===== config.mk =====
export PLATFORM = sky130hd
export DESIGN_NAME = dtube_scan_flat
export DESIGN_NICKNAME = d
export VERILOG_FILES = /design/src/rtl/dtube_pkg.sv /design/src/rtl/dtube_scan_if.sv /design/src/rtl/dtube_scan.sv /design/src/flat_wrapper.sv
export SDC_FILE = /design/constraint.sdc
export NUM_CORES = 1
export LEC_CHECK = 0
export CORE_ASPECT_RATIO = 2
export CORE_MARGIN = 3
export CORE_UTILIZATION = 57
export DETAILED_ROUTE_END_ITERATION = 6
export HOLD_SLACK_MARGIN = 0.05
export PLACE_DENSITY = 0.85
export SYNTH_ARGS = -nofsm -noshare
export SYNTH_HDL_FRONTEND = slang
export SYNTH_SLANG_ARGS = --single-unit

===== constraint.sdc =====
create_clock -name clk -period 11.6 [get_ports clk]
set_input_delay 3.48 -clock clk [delete_from_list [all_inputs] [get_ports clk]]
set_output_delay 3.48 -clock clk [all_outputs]
set_load 0.005 [all_outputs]

===== src/rtl/dtube_pkg.sv =====
//==============================================================================
// Module   : dtube_pkg
// Brief    : Shared digital-tube constants and scan-driver state encoding.
// Revision : 1.0
//==============================================================================
`default_nettype none

package dtube_pkg;

  localparam int         NUM_DIGITS = 6;
  localparam logic [7:0] SEG_OFF    = 8'hFF;
  localparam logic [5:0] DIG_OFF    = 6'h3F;

  typedef enum logic [0:0] {
    ST_IDLE = 1'b0,
    ST_RUN  = 1'b1
  } state_e;

endpackage

`default_nettype wire


===== src/rtl/dtube_scan_if.sv =====
//==============================================================================
// Module   : dtube_scan_if
// Brief    : Static segment codes in, multiplexed segment/digit bus out.
// Revision : 1.0
//==============================================================================
`default_nettype none

interface dtube_scan_if;

  logic       en;
  logic [3:0] brightness;
  logic [7:0] hex0;
  logic [7:0] hex1;
  logic [7:0] hex2;
  logic [7:0] hex3;
  logic [7:0] hex4;
  logic [7:0] hex5;
  logic [7:0] seg_n;
  logic [5:0] dig_n;
  logic       frame_start;

  modport master (
    output en, brightness, hex0, hex1, hex2, hex3, hex4, hex5,
    input  seg_n, dig_n, frame_start
  );

  modport slave (
    input  en, brightness, hex0, hex1, hex2, hex3, hex4, hex5,
    output seg_n, dig_n, frame_start
  );

endinterface

`default_nettype wire


===== src/rtl/dtube_scan.sv =====
//==============================================================================
// Module   : dtube_scan
// Brief    : Six-digit time-multiplexed tube scanner with blanking and PWM.
// Revision : 1.0
//==============================================================================
`default_nettype none

module dtube_scan
  import dtube_pkg::*;
#(
  parameter int BLANK_CYCLES = 4,
  parameter int STEP_CYCLES  = 64
) (
  input  logic         clk,
  input  logic         rst_n,
  dtube_scan_if.slave  bus
);

  localparam int            SLOT        = BLANK_CYCLES + 16 * STEP_CYCLES;
  localparam int            CW          = $clog2(SLOT);
  localparam logic [CW-1:0] C_SLOT_LAST = CW'(SLOT - 1);
  localparam logic [CW-1:0] C_BLANK     = CW'(BLANK_CYCLES);
  localparam logic [CW-1:0] C_STEP      = CW'(STEP_CYCLES);
  localparam logic [2:0]    C_DIG_LAST  = 3'(NUM_DIGITS - 1);

  state_e          r_state, w_state_nxt;
  logic [CW-1:0]   r_slot, w_slot_nxt;
  logic [2:0]      r_digit, w_digit_nxt;
  logic [3:0]      r_bright, w_bright_nxt;
  logic [7:0]      r_shadow [NUM_DIGITS];
  logic [7:0]      w_hex    [NUM_DIGITS];
  logic            w_reload;
  logic [7:0]      r_seg_n, w_seg_nxt;
  logic [5:0]      r_dig_n, w_dig_nxt;
  logic            r_frame, w_frame_nxt;
  logic [CW-1:0]   w_on_end;
  logic            w_on;

  assign w_hex[0] = bus.hex0;
  assign w_hex[1] = bus.hex1;
  assign w_hex[2] = bus.hex2;
  assign w_hex[3] = bus.hex3;
  assign w_hex[4] = bus.hex4;
  assign w_hex[5] = bus.hex5;

  // Outputs are decoded from the next-state counters so the registered
  // outputs line up with slot_cnt/digit on the very same edge.
  always_comb begin
    w_state_nxt  = r_state;
    w_slot_nxt   = r_slot;
    w_digit_nxt  = r_digit;
    w_bright_nxt = r_bright;
    w_reload     = 1'b0;
    w_frame_nxt  = 1'b0;
    w_seg_nxt    = SEG_OFF;
    w_dig_nxt    = DIG_OFF;
    w_on_end     = '0;
    w_on         = 1'b0;

    case (r_state)
      ST_IDLE: begin
        if (bus.en) begin
          w_state_nxt = ST_RUN;
          w_slot_nxt  = '0;
          w_digit_nxt = '0;
          w_reload    = 1'b1;
          w_frame_nxt = 1'b1;
        end
      end
      ST_RUN: begin
        if (!bus.en) begin
          w_state_nxt = ST_IDLE;
          w_slot_nxt  = '0;
          w_digit_nxt = '0;
        end else if (r_slot == C_SLOT_LAST) begin
          w_slot_nxt = '0;
          if (r_digit == C_DIG_LAST) begin
            w_digit_nxt = '0;
            w_reload    = 1'b1;
            w_frame_nxt = 1'b1;
          end else begin
            w_digit_nxt = r_digit + 3'd1;
          end
        end else begin
          w_slot_nxt = r_slot + CW'(1);
        end
      end
      default: w_state_nxt = ST_IDLE;
    endcase

    if (w_state_nxt == ST_RUN && w_slot_nxt == '0)
      w_bright_nxt = bus.brightness;

    // Slot 0 is always blank, so a freshly reloaded shadow is never needed
    // on the reload edge itself.
    w_on_end = C_BLANK + CW'(w_bright_nxt) * C_STEP;
    w_on     = (w_state_nxt == ST_RUN) && (w_slot_nxt >= C_BLANK) && (w_slot_nxt < w_on_end);
    if (w_on) begin
      w_dig_nxt = ~(6'(1) << w_digit_nxt);
      w_seg_nxt = r_shadow[w_digit_nxt];
    end
  end

  always_ff @(posedge clk or negedge rst_n) begin
    if (!rst_n) begin
      r_state  <= ST_IDLE;
      r_slot   <= '0;
      r_digit  <= '0;
      r_bright <= '0;
      r_seg_n  <= SEG_OFF;
      r_dig_n  <= DIG_OFF;
      r_frame  <= 1'b0;
      for (int i = 0; i < NUM_DIGITS; i++) r_shadow[i] <= SEG_OFF;
    end else begin
      r_state  <= w_state_nxt;
      r_slot   <= w_slot_nxt;
      r_digit  <= w_digit_nxt;
      r_bright <= w_bright_nxt;
      r_seg_n  <= w_seg_nxt;
      r_dig_n  <= w_dig_nxt;
      r_frame  <= w_frame_nxt;
      if (w_reload)
        for (int i = 0; i < NUM_DIGITS; i++) r_shadow[i] <= w_hex[i];
    end
  end

  assign bus.seg_n       = r_seg_n;
  assign bus.dig_n       = r_dig_n;
  assign bus.frame_start = r_frame;

endmodule

`default_nettype wire


===== src/flat_wrapper.sv =====
// flat-port wrapper written by rule: the top's interface ports become plain ports
module dtube_scan_flat import dtube_pkg::*;
#(
  parameter int BLANK_CYCLES = 4,
  parameter int STEP_CYCLES  = 64
)
  (clk, rst_n, bus_en, bus_brightness, bus_hex0, bus_hex1, bus_hex2, bus_hex3, bus_hex4, bus_hex5, bus_seg_n, bus_dig_n, bus_frame_start);
  dtube_scan_if bus_i ();
  input  logic clk;
  input  logic rst_n;
  input wire logic [$bits(bus_i.en)-1:0] bus_en;
  input wire logic [$bits(bus_i.brightness)-1:0] bus_brightness;
  input wire logic [$bits(bus_i.hex0)-1:0] bus_hex0;
  input wire logic [$bits(bus_i.hex1)-1:0] bus_hex1;
  input wire logic [$bits(bus_i.hex2)-1:0] bus_hex2;
  input wire logic [$bits(bus_i.hex3)-1:0] bus_hex3;
  input wire logic [$bits(bus_i.hex4)-1:0] bus_hex4;
  input wire logic [$bits(bus_i.hex5)-1:0] bus_hex5;
  output wire logic [$bits(bus_i.seg_n)-1:0] bus_seg_n;
  output wire logic [$bits(bus_i.dig_n)-1:0] bus_dig_n;
  output wire logic [$bits(bus_i.frame_start)-1:0] bus_frame_start;
  assign bus_i.en = bus_en;
  assign bus_i.brightness = bus_brightness;
  assign bus_i.hex0 = bus_hex0;
  assign bus_i.hex1 = bus_hex1;
  assign bus_i.hex2 = bus_hex2;
  assign bus_i.hex3 = bus_hex3;
  assign bus_i.hex4 = bus_hex4;
  assign bus_i.hex5 = bus_hex5;
  assign bus_seg_n = bus_i.seg_n;
  assign bus_dig_n = bus_i.dig_n;
  assign bus_frame_start = bus_i.frame_start;
  dtube_scan #(.BLANK_CYCLES(BLANK_CYCLES), .STEP_CYCLES(STEP_CYCLES)) u_core (.clk(clk), .rst_n(rst_n), .bus(bus_i));
endmodule

### After elaboration in Yosys (flattened, before gate mapping)

Cells that the tools add are included.

* register bits after elaboration: 82
* input port bits: 55
* output and inout bits: 15
* logic and storage cells: 49

* $add $sub $neg: 3
* order comparisons: 3
* eq/ne operators: 2
* shifts and indexed selects: 1
* multiplexer cells: 20
* bitwise gates (word level): 3
* reductions and logical operators: 4

Operator list (count)
* 2-to-1 mux 11 bit: 3
* binary-select mux 8 bit (select 3 bit): 1
* 2-to-1 mux 8 bit: 3
* one-hot mux 11 bit (2 select lines): 1
* 2-to-1 mux 3 bit: 4
* adder 11 x 1 -> 11 bit (second input constant): 1
* adder 3 x 10 -> 11 bit (first input constant): 1
* equality test 11 bit (second input constant): 1
* greater-or-equal comparator 11 x 3 -> 1 bit (second input constant): 1
* logical NOT 11 bit: 1
* < comparator 11 bit: 1
* 2-to-1 mux 6 bit: 1
* NOT 6 bit: 1
* one-hot mux 3 bit (2 select lines): 1
* left shift 1 x 3 -> 6 bit (first input constant): 1
* greater-or-equal comparator 4 bit (second input constant): 1
* 2-to-1 mux 1 bit: 4
* 2-to-1 mux 4 bit: 1
* NOT 3 -> 4 bit: 1
* adder 3 x 1 -> 3 bit (second input constant): 1
* equality test 3 bit (second input constant): 1
* logical AND 1 bit: 3
* one-hot mux 1 bit (2 select lines): 1
* NOT 1 bit: 1

### Depth between registers and ports, before layout

Gate-level depths: netlist of the first run.

* depth after elaboration: 11
* depth in mapped cells: 18
* depth with buffers taken out: 15

### Worst setup path after synthesis of the first run

No wires, ideal clock.

* path type: input port to flip-flop
* start: input bus_en
* end: register u_core.r_seg_n[3] (netlist: u_core.bus.seg_n[3])
* library setup time: 0.095 ns
* arrival: 6.908 ns
* required time: 11.505 ns
* slack: 4.597 ns
* stages: 18
* cells stage by stage: buf_2 -> and2_1 -> clkbuf_1 -> o211a_1 -> a211o_1 -> or4_4 -> nor3_2 -> and4_1 -> buf_6 -> mux2i_1 -> ha_1 -> a21o_1 -> a21o_1 -> a21oi_1 -> nand3_1 -> a211oi_2 -> buf_2 -> o2111ai_1

* cells in the longest elaborated chain, start to end: 9
* elaborated cells on any way between the ends: 20

RTL lines
* start, declared: RTL line flat_wrapper.sv:11 `input wire logic [$bits(bus_i.en)-1:0] bus_en;`
* 2-to-1 mux 11 bit (on tied branches): RTL line dtube_scan.sv:71, dtube_scan.sv:62
* one-hot mux 11 bit (2 select lines) (*): RTL line dtube_scan.sv:60 `case (r_state)`
* via u_core.w_slot_nxt[5]: RTL line dtube_scan.sv:27 `logic [CW-1:0] r_slot, w_slot_nxt;`
* logical NOT 11 bit: RTL line dtube_scan.sv:91 `if (w_state_nxt == ST_RUN && w_slot_nxt == '0)`
* logical AND 1 bit: RTL line dtube_scan.sv:91
* 2-to-1 mux 4 bit: RTL line dtube_scan.sv:91
* adder 3 x 10 -> 11 bit: RTL line dtube_scan.sv:96 `w_on_end = C_BLANK + CW'(w_bright_nxt) * C_STEP;`
* < comparator 11 bit: RTL line dtube_scan.sv:97 `w_on = (w_state_nxt == ST_RUN) && (w_slot_nxt >= C_BLANK) && (w_slot_nxt < w_on_end);`
* logical AND 1 bit (*): RTL line dtube_scan.sv:97
* 2-to-1 mux 8 bit (*): RTL line dtube_scan.sv:98 `if (w_on) begin`
* via u_core.w_seg_nxt[3]: RTL line dtube_scan.sv:33 `logic [7:0] r_seg_n, w_seg_nxt;`
* end signal, assigned: RTL line dtube_scan.sv:119 `r_seg_n <= w_seg_nxt;`
* end, declared: RTL line dtube_scan.sv:33

Mark *: on every way through the listed nets, which the timed path passes. The rest lies on a longest branch. The select of a mux whose other input is x is not followed.
A chain may end at the register's enable or synchronous reset.

### Final worst setup path of the first run

* start: input bus_en
* end: register u_core.r_seg_n[1] (netlist: u_core.bus.seg_n[1])

The elaborated chain is that of the path after synthesis.

==> flow_metrics.tcl, run 1 <==
set metrics [dict create \
    r2r-end "u_core.bus.seg_n[1]" \
    grt_max_degree 83 \
    p_seq_frac 0.503 \
    seq_area_sq_um 2130 \
    multi_input_area_sq_um 1913 \
    grt_first_pass_wirelength_microns 18240 \
    ant_nets 0 \
    startpoint_type "input pin" \
    synth_nets 507 \
    dr.first_iter.drc_count 319 \
    hold_depth 2 \
    place_congestion 0.8727 \
    fmax_mhz 112.8 \
    rsz0062_at_grt "no" \
    final_common_cell "nand2_1" \
    ys_seq_area_frac 0.5085 \
    p_int_uw 518.8 \
    io_buffers 69 \
    wire_per_inst_microns 19.05 \
    start_util 0.5942 \
    tightest_slew_ns 1.150 \
    antenna_found_initial 0 \
    max-vdd-ir-drop_v 0.0001273 \
    r2r_slack_ns 6.43 \
    hold_viol_final 0 \
    root_buffer "clkbuf_16" \
    crit_path_end "u_core.bus.seg_n[1]" \
    drive_above_1_share 0.1842 \
    maxSlewHeadroom 0.2279 \
    dieHeight_microns 127.2 \
    swShare 0.2538 \
    netlist_area_sq_um 4188 \
    grt_overflow_total 0 \
    postCtsHoldBufs 0 \
    synth_ff_type "dfstp_2" \
    synth_edf_count 0 \
    cp-startpoint "bus_en" \
    crit_path_end_kind "flip-flop" \
    cts_sinks 82 \
    reg2reg_depth 14 \
    die_x_microns 66.61 \
    hp-class "reg2reg" \
    cts_resized 0 \
    diodes 0 \
    max-cap-violations 0 \
    dieArea_sq_um 8474 \
    avgSynthCellArea_sq_um 9.390 \
    cts.path.max_buffers 2 \
    ios 70 \
    placed_area_sq_um 4881 \
    num-nets-final 561 \
    core.rowCount 43 \
    grt_pass1_vias 3742 \
    finalSetupTns_ns 0 \
    ys_types 57 \
    layout_common_cells "nand2_1, clkdlybuf4s50_1, dfstp_2" \
    worst_r2r_startpoint "u_core.r_state" \
    crit_type "in2reg" \
    ys_ff_latch 82 \
    p_sw_uw 176.4 \
    synth-async-reset-ratio 1.000 \
    hpwl_microns 7956 \
    p_leak_uw 0.002146 \
    wl_microns 11330 \
    vias 3648 \
    finalSetupViolations 0 \
    required_ns 11.80 \
    status "finished, final reports clean" \
    first_pass_iters 5 \
    synthToLayoutAreaGrowth_pct 23.07 \
    p_comb_frac 0.121 \
    htreeDepth 3 \
    power.density_nw_per_um2 134.9 \
    clk_latency_ns 0.34 \
    p_clk_frac 0.376 \
    track_usage 0.2923 \
    skew_ns 0.006994 \
    final_cell_area_sq_um 5154 \
    post-route-min-period_ns 8.868 \
    clk_pin_slew_ns 0.06 \
    fillers 525 \
    maxSlewViolCount 0 \
    cp_max_fo 27 \
    viasPerCell 6.131 \
    drc_errors 0 \
    cts_tree "done" \
    cts-buffers-inserted 9 \
    fin_crit_sh 0.7644 \
    netlist_instances 446 \
    coreArea_sq_um 7048 \
    critPathArrivalTime_ns 9.07 \
    yosys_warnings 0 \
    post_cts_buffers 0 \
]
[final cells by class]
cell class	count	area share
multi-input combinational	329	0.3712
clock inverter	5	0.005827
tap	90	0.02185
timing repair buffer	70	0.1350
clock buffer	11	0.04710
sequential	82	0.4132
inverter	8	0.005827
[layer usage]
| metal | share of wire | GRT usage |
|---|---|---|
| met1 | 0.35 | 0.3160 |
| met2 | 0.56 | 0.5170 |
| met3 | 0.046 | 0.05541 |
| met4 | 0.048 | 0.1605 |
| met5 | 0 | 0 |
[power by group through the flow]
stage | Clock [uW] | Combinational [uW] | Sequential (uW)
after floorplan | 0 | 49.6 | 343
after global placement | 0 | 80.0 | 352
after detailed placement | 0 | 84.0 | 353
after CTS | 263 | 85.0 | 349
after global routing | 277 | 94.2 | 353
final | 261 | 84.3 | 350
[cell families (layout without fill, tap and decap cells)]
logic type	after synthesis	after routing	synth area share
AO/OA/AOI/OAI	82	82	0.1545
XOR/XNOR	4	4	0.008365
adder cells (fa/ha/maj)	6	6	0.01793
buffers and inverters	35	94	0.03465
flip-flops	82	82	0.5085
multiplexers	8	8	0.02390
AND/OR/NAND/NOR	229	229	0.2522
[synthesized netlist by cell type (3+ instances only)]
cell         n  area share
dfstp_2     62        0.39
o22a_1       8       0.017
mux2i_1      4      0.0096
a22o_1       3      0.0063
o311ai_0     3      0.0063
o221ai_1     7       0.015
or3_1        8       0.012
ha_1         6       0.018
a21oi_1      5      0.0060
nand2_1    156        0.14
dfrtp_1     20        0.12
clkbuf_1    20       0.018
a32oi_1      8       0.017
xnor2_1      4      0.0084
o2111ai_1   15       0.031
nor2_1      16       0.014
inv_1        6      0.0054
o21ai_0      9       0.011
mux2_4       4       0.014
nand3_1     11       0.013
o22ai_1      9       0.013
nand4_1      4      0.0060
buf_2        5      0.0060
nand2b_1    12       0.018
[sequential cells by signal (all words and copies together), names as in the netlist]
name                    count
u_core.r_slot              11
u_core.bus.frame_start      1
u_core.bus.dig_n            6
u_core.r_bright             4
u_core.bus.seg_n            8
u_core.r_digit              3
u_core.r_shadow            48
u_core.r_state              1
[critical path, stage by stage]
cell and delay (ns):
clkdlybuf4s50_1 0.87, nand2_1 0.74, o21ai_0 0.18, a22o_1 0.28
or4_4 0.56, nor3_2 0.22, and4_1 0.54, mux2i_1 0.27
ha_1 0.27, a21o_1 0.18, a21o_1 0.16, a21oi_1 0.14
nand3_1 0.10, a211oi_2 0.81, o2111ai_1 0.26
[how the worst min path moves through the flow]
stage	endpoint	slack (ns)	from
detailed placement	u_core.r_shadow[0]	0.45	u_core.r_shadow[0]
CTS	u_core.r_shadow[0]	0.46	u_core.r_shadow[0]
finish	u_core.r_shadow[0]	0.46	u_core.r_shadow[0]
global placement	u_core.r_shadow[5]	0.45	u_core.r_shadow[5]
global route	u_core.r_shadow[3]	0.49	u_core.r_shadow[3]
floorplan	u_core.r_shadow[10]	0.44	u_core.r_shadow[10]
[per-stage QoR]
stage | total power (uW) | worst slack [ns] | hold slack, ns | util | std cells
finish | 695.2 | 2.732 | 0.4604 | 0.7312 | 595
global route | 723.4 | 2.202 | 0.4859 | 0.7312 | 595
CTS | 697.4 | 2.743 | 0.4611 | 0.7312 | 595
detailed placement | 437.3 | 2.408 | 0.4511 | 0.6925 | 579
global placement | 432.0 | 2.729 | 0.4466 | 0.6925 | 579
floorplan | 393.1 | 4.597 | 0.4389 | - | 446
(Power assumes the default switching activity.)
==> run 2: changes to the inputs <==
--- a/config.mk
+++ b/config.mk
@@ -7,10 +7,10 @@
 export LEC_CHECK = 0
 export CORE_ASPECT_RATIO = 2
 export CORE_MARGIN = 3
-export CORE_UTILIZATION = 57
+export CORE_UTILIZATION = 48
 export DETAILED_ROUTE_END_ITERATION = 6
 export HOLD_SLACK_MARGIN = 0.05
-export PLACE_DENSITY = 0.85
+export PLACE_DENSITY = 0.76
 export SYNTH_ARGS = -nofsm -noshare
 export SYNTH_HDL_FRONTEND = slang
 export SYNTH_SLANG_ARGS = --single-unit
==> constraint.sdc (replaced) <==
create_clock -name clk -period 7.7 [get_ports clk]
set_input_delay 2.31 -clock clk [delete_from_list [all_inputs] [get_ports clk]]
set_output_delay 2.31 -clock clk [all_outputs]
set_load 0.005 [all_outputs]
==> run 2 against run 1 <==
Compared with the run above:
- utilization is 11 points lower
- via count is 0.14% higher
- hold slack better by 0.00091 ns
- design area is 1.3% higher
- register-to-register slack worse by 3.4 ns
- combinational power is 48% higher
- sequential share of layout area is 0.53 points lower
- count of clock-buffer cells in the layout stayed put
==> flow_metrics.tcl, run 2 (synthesis results as in run 1) <==
set metrics [dict create \
    viasPerCell 6.038 \
    power.density_nw_per_um2 210.1 \
    fin_crit_sh 0.8977 \
    post-route-min-period_ns 6.912 \
    grt_use_met1 0.2539 \
    ios 70 \
    reg2reg_depth 15 \
    grt_first_pass_wirelength_microns 18070 \
    vias 3653 \
    startpoint_type "input pin" \
    r2r_slack_ns 3.01 \
    maxSlewViolCount 0 \
    clk_pin_slew_ns 0.06 \
    required_ns 7.95 \
    cts_sinks 82 \
    grt_overflow_total 0 \
    critPathMaxStageDelay_ns 0.71 \
    wl_microns 11370 \
    antenna_found_initial 0 \
    final_common_cell "nand2_1" \
    num-nets-final 563 \
    drive_above_1_share 0.1893 \
    dr.first_iter.drc_count 257 \
    path_delay_family "simple AND/OR/NAND/NOR gates" \
    cts_resized 0 \
    fillers 746 \
    wire_per_inst_microns 18.79 \
    core.rowCount 47 \
    first_pass_iters 5 \
    coreArea_sq_um 8409 \
    total_power_uw 1097 \
    hp-class "reg2reg" \
    crit_top_cell "a21o_1" \
    max-vdd-ir-drop_v 0.0001549 \
    cts.path.max_buffers 2 \
    cp_cell_sequence "clkdlybuf4s50_1 -> nand2_1 -> o21ai_0 -> a22o_1 -> or4_4 -> nor3_2 -> and4_1 -> mux2i_1 -> ha_1 -> a21o_1 -> a21o_1 -> a21oi_1 -> nand3_1 -> a211oi_2 -> buf_4 -> o2111ai_1" \
    postCtsHoldBufs 0 \
    grt_max_degree 83 \
    layout_common_cells "nand2_1, clkdlybuf4s50_1, dfstp_2" \
    synthToLayoutAreaGrowth_pct 24.68 \
    finalSetupViolations 0 \
    crit_path_end_kind "flip-flop" \
    max-cap-violations 0 \
    start_util 0.4980 \
    use_met3 0.03634 \
    skew_ns 0.007303 \
    critPathBufInv 2 \
    crit_path_top_delay_cell "clkdlybuf4s50_1" \
    diodes 0 \
    crit_path_end "u_core.bus.seg_n[4]" \
    root_buffer "clkbuf_16" \
    cp-startpoint "bus_en" \
    drc_errors 0 \
    tightest_slew_ns 1.235 \
    largest_reg_flops 48 \
    rsz0062_at_grt "no" \
    clk_latency_ns 0.35 \
    post_cts_buffers 0 \
    grt_pass1_vias 3662 \
    critPathArrivalTime_ns 7.16 \
    regMostFlops "u_core.r_shadow" \
    io_buffers 69 \
    worst_r2r_startpoint "u_core.r_state" \
    hpwl_microns 8021 \
    die_x_microns 72.05 \
    finalSetupTns_ns 0 \
    cp.depth 16 \
    status "finished, final reports clean" \
    gr-usage-met2 0.4199 \
    dieArea_sq_um 9949 \
    p_leak_uw 0.002173 \
    cts_tree "done" \
    dieHeight_microns 138.1 \
    crit_type "in2reg" \
    htreeDepth 3 \
    fmax_mhz 144.7 \
    r2r-end "u_core.bus.seg_n[4]" \
    hold_viol_final 0 \
    ant_nets 0 \
    cts-buffers-inserted 9 \
    place_congestion 0.9775 \
    busiest_layer "met2" \
    cp_max_fo 20 \
    maxSlewHeadroom 0.1713 \
    track_usage 0.2362 \
]
## run 2: cell types whose count changed in the layout (fill, tap and decap cells not counted)
cell | before | now
clkinv_2 | 3 | 0
clkbuf_8 | 1 | 2
clkinv_4 | 0 | 2
bufinv_16 | 0 | 1
clkbuf_1 | 1 | 0
buf_4 | 2 | 4
## run 2: where the power goes
| part | internal, uW | total (uW) | switching, uW |
|---|---|---|---|
| logic | 62.9 | 125 | 62.3 |
| clock network | 270 | 445 | 176 |
| registers | 493 | 526 | 33.1 |
## run 2: final cells by class
class                           instances  area [sq um]  area share
Multi-Input combinational cell        329          1913      0.3664
Tap cell                               98         122.6     0.02348
Clock buffer                           11         252.7     0.04841
Timing Repair Buffer                   72         710.7      0.1361
Sequential cell                        82          2130      0.4079
Inverter                                8         30.03    0.005751
Clock inverter                          5         62.56     0.01198
## run 2: per-layer routing
layer,vias to the layer above,share of wire,routed length (microns)
met4,0,0.053,602
li1,1698,-,-
met5,-,0,0
met2,138,0.54,6105
met1,1779,0.37,4187
met3,38,0.042,474
## run 2: worst min path at each step
stage | start | to | slack, ns | cells past startpoint
after floorplan | u_core.r_shadow[10] | u_core.r_shadow[10] | 0.44 | 2
after global placement | u_core.r_shadow[3] | u_core.r_shadow[3] | 0.45 | 2
after detailed placement | u_core.r_shadow[1] | u_core.r_shadow[1] | 0.45 | 2
after CTS | u_core.r_shadow[1] | u_core.r_shadow[1] | 0.46 | 2
after global routing | u_core.r_shadow[15] | u_core.r_shadow[15] | 0.48 | 2
final | u_core.r_shadow[1] | u_core.r_shadow[1] | 0.46 | 2
## run 2: tightest hold or removal path: cells and delay by family, from the launching register on
family	cells	cell delay (ns)
and+or+nand+nor	2	0.10
DFF	1	0.36
## run 2: through the flow
step | cell area [sq um] | utilization | instances | hold WS [ns] | setup WS, ns
after floorplan | 4188 | - | 446 | 0.4389 | 1.867
final | 5221 | 0.6209 | 605 | 0.4613 | 0.7876
after detailed placement | 4906 | 0.5834 | 589 | 0.4520 | 0.4982
after global routing | 5221 | 0.6209 | 605 | 0.4756 | 0.5232
after global placement | 4906 | 0.5834 | 589 | 0.4495 | 0.7635
after CTS | 5221 | 0.6209 | 605 | 0.4618 | 0.8556
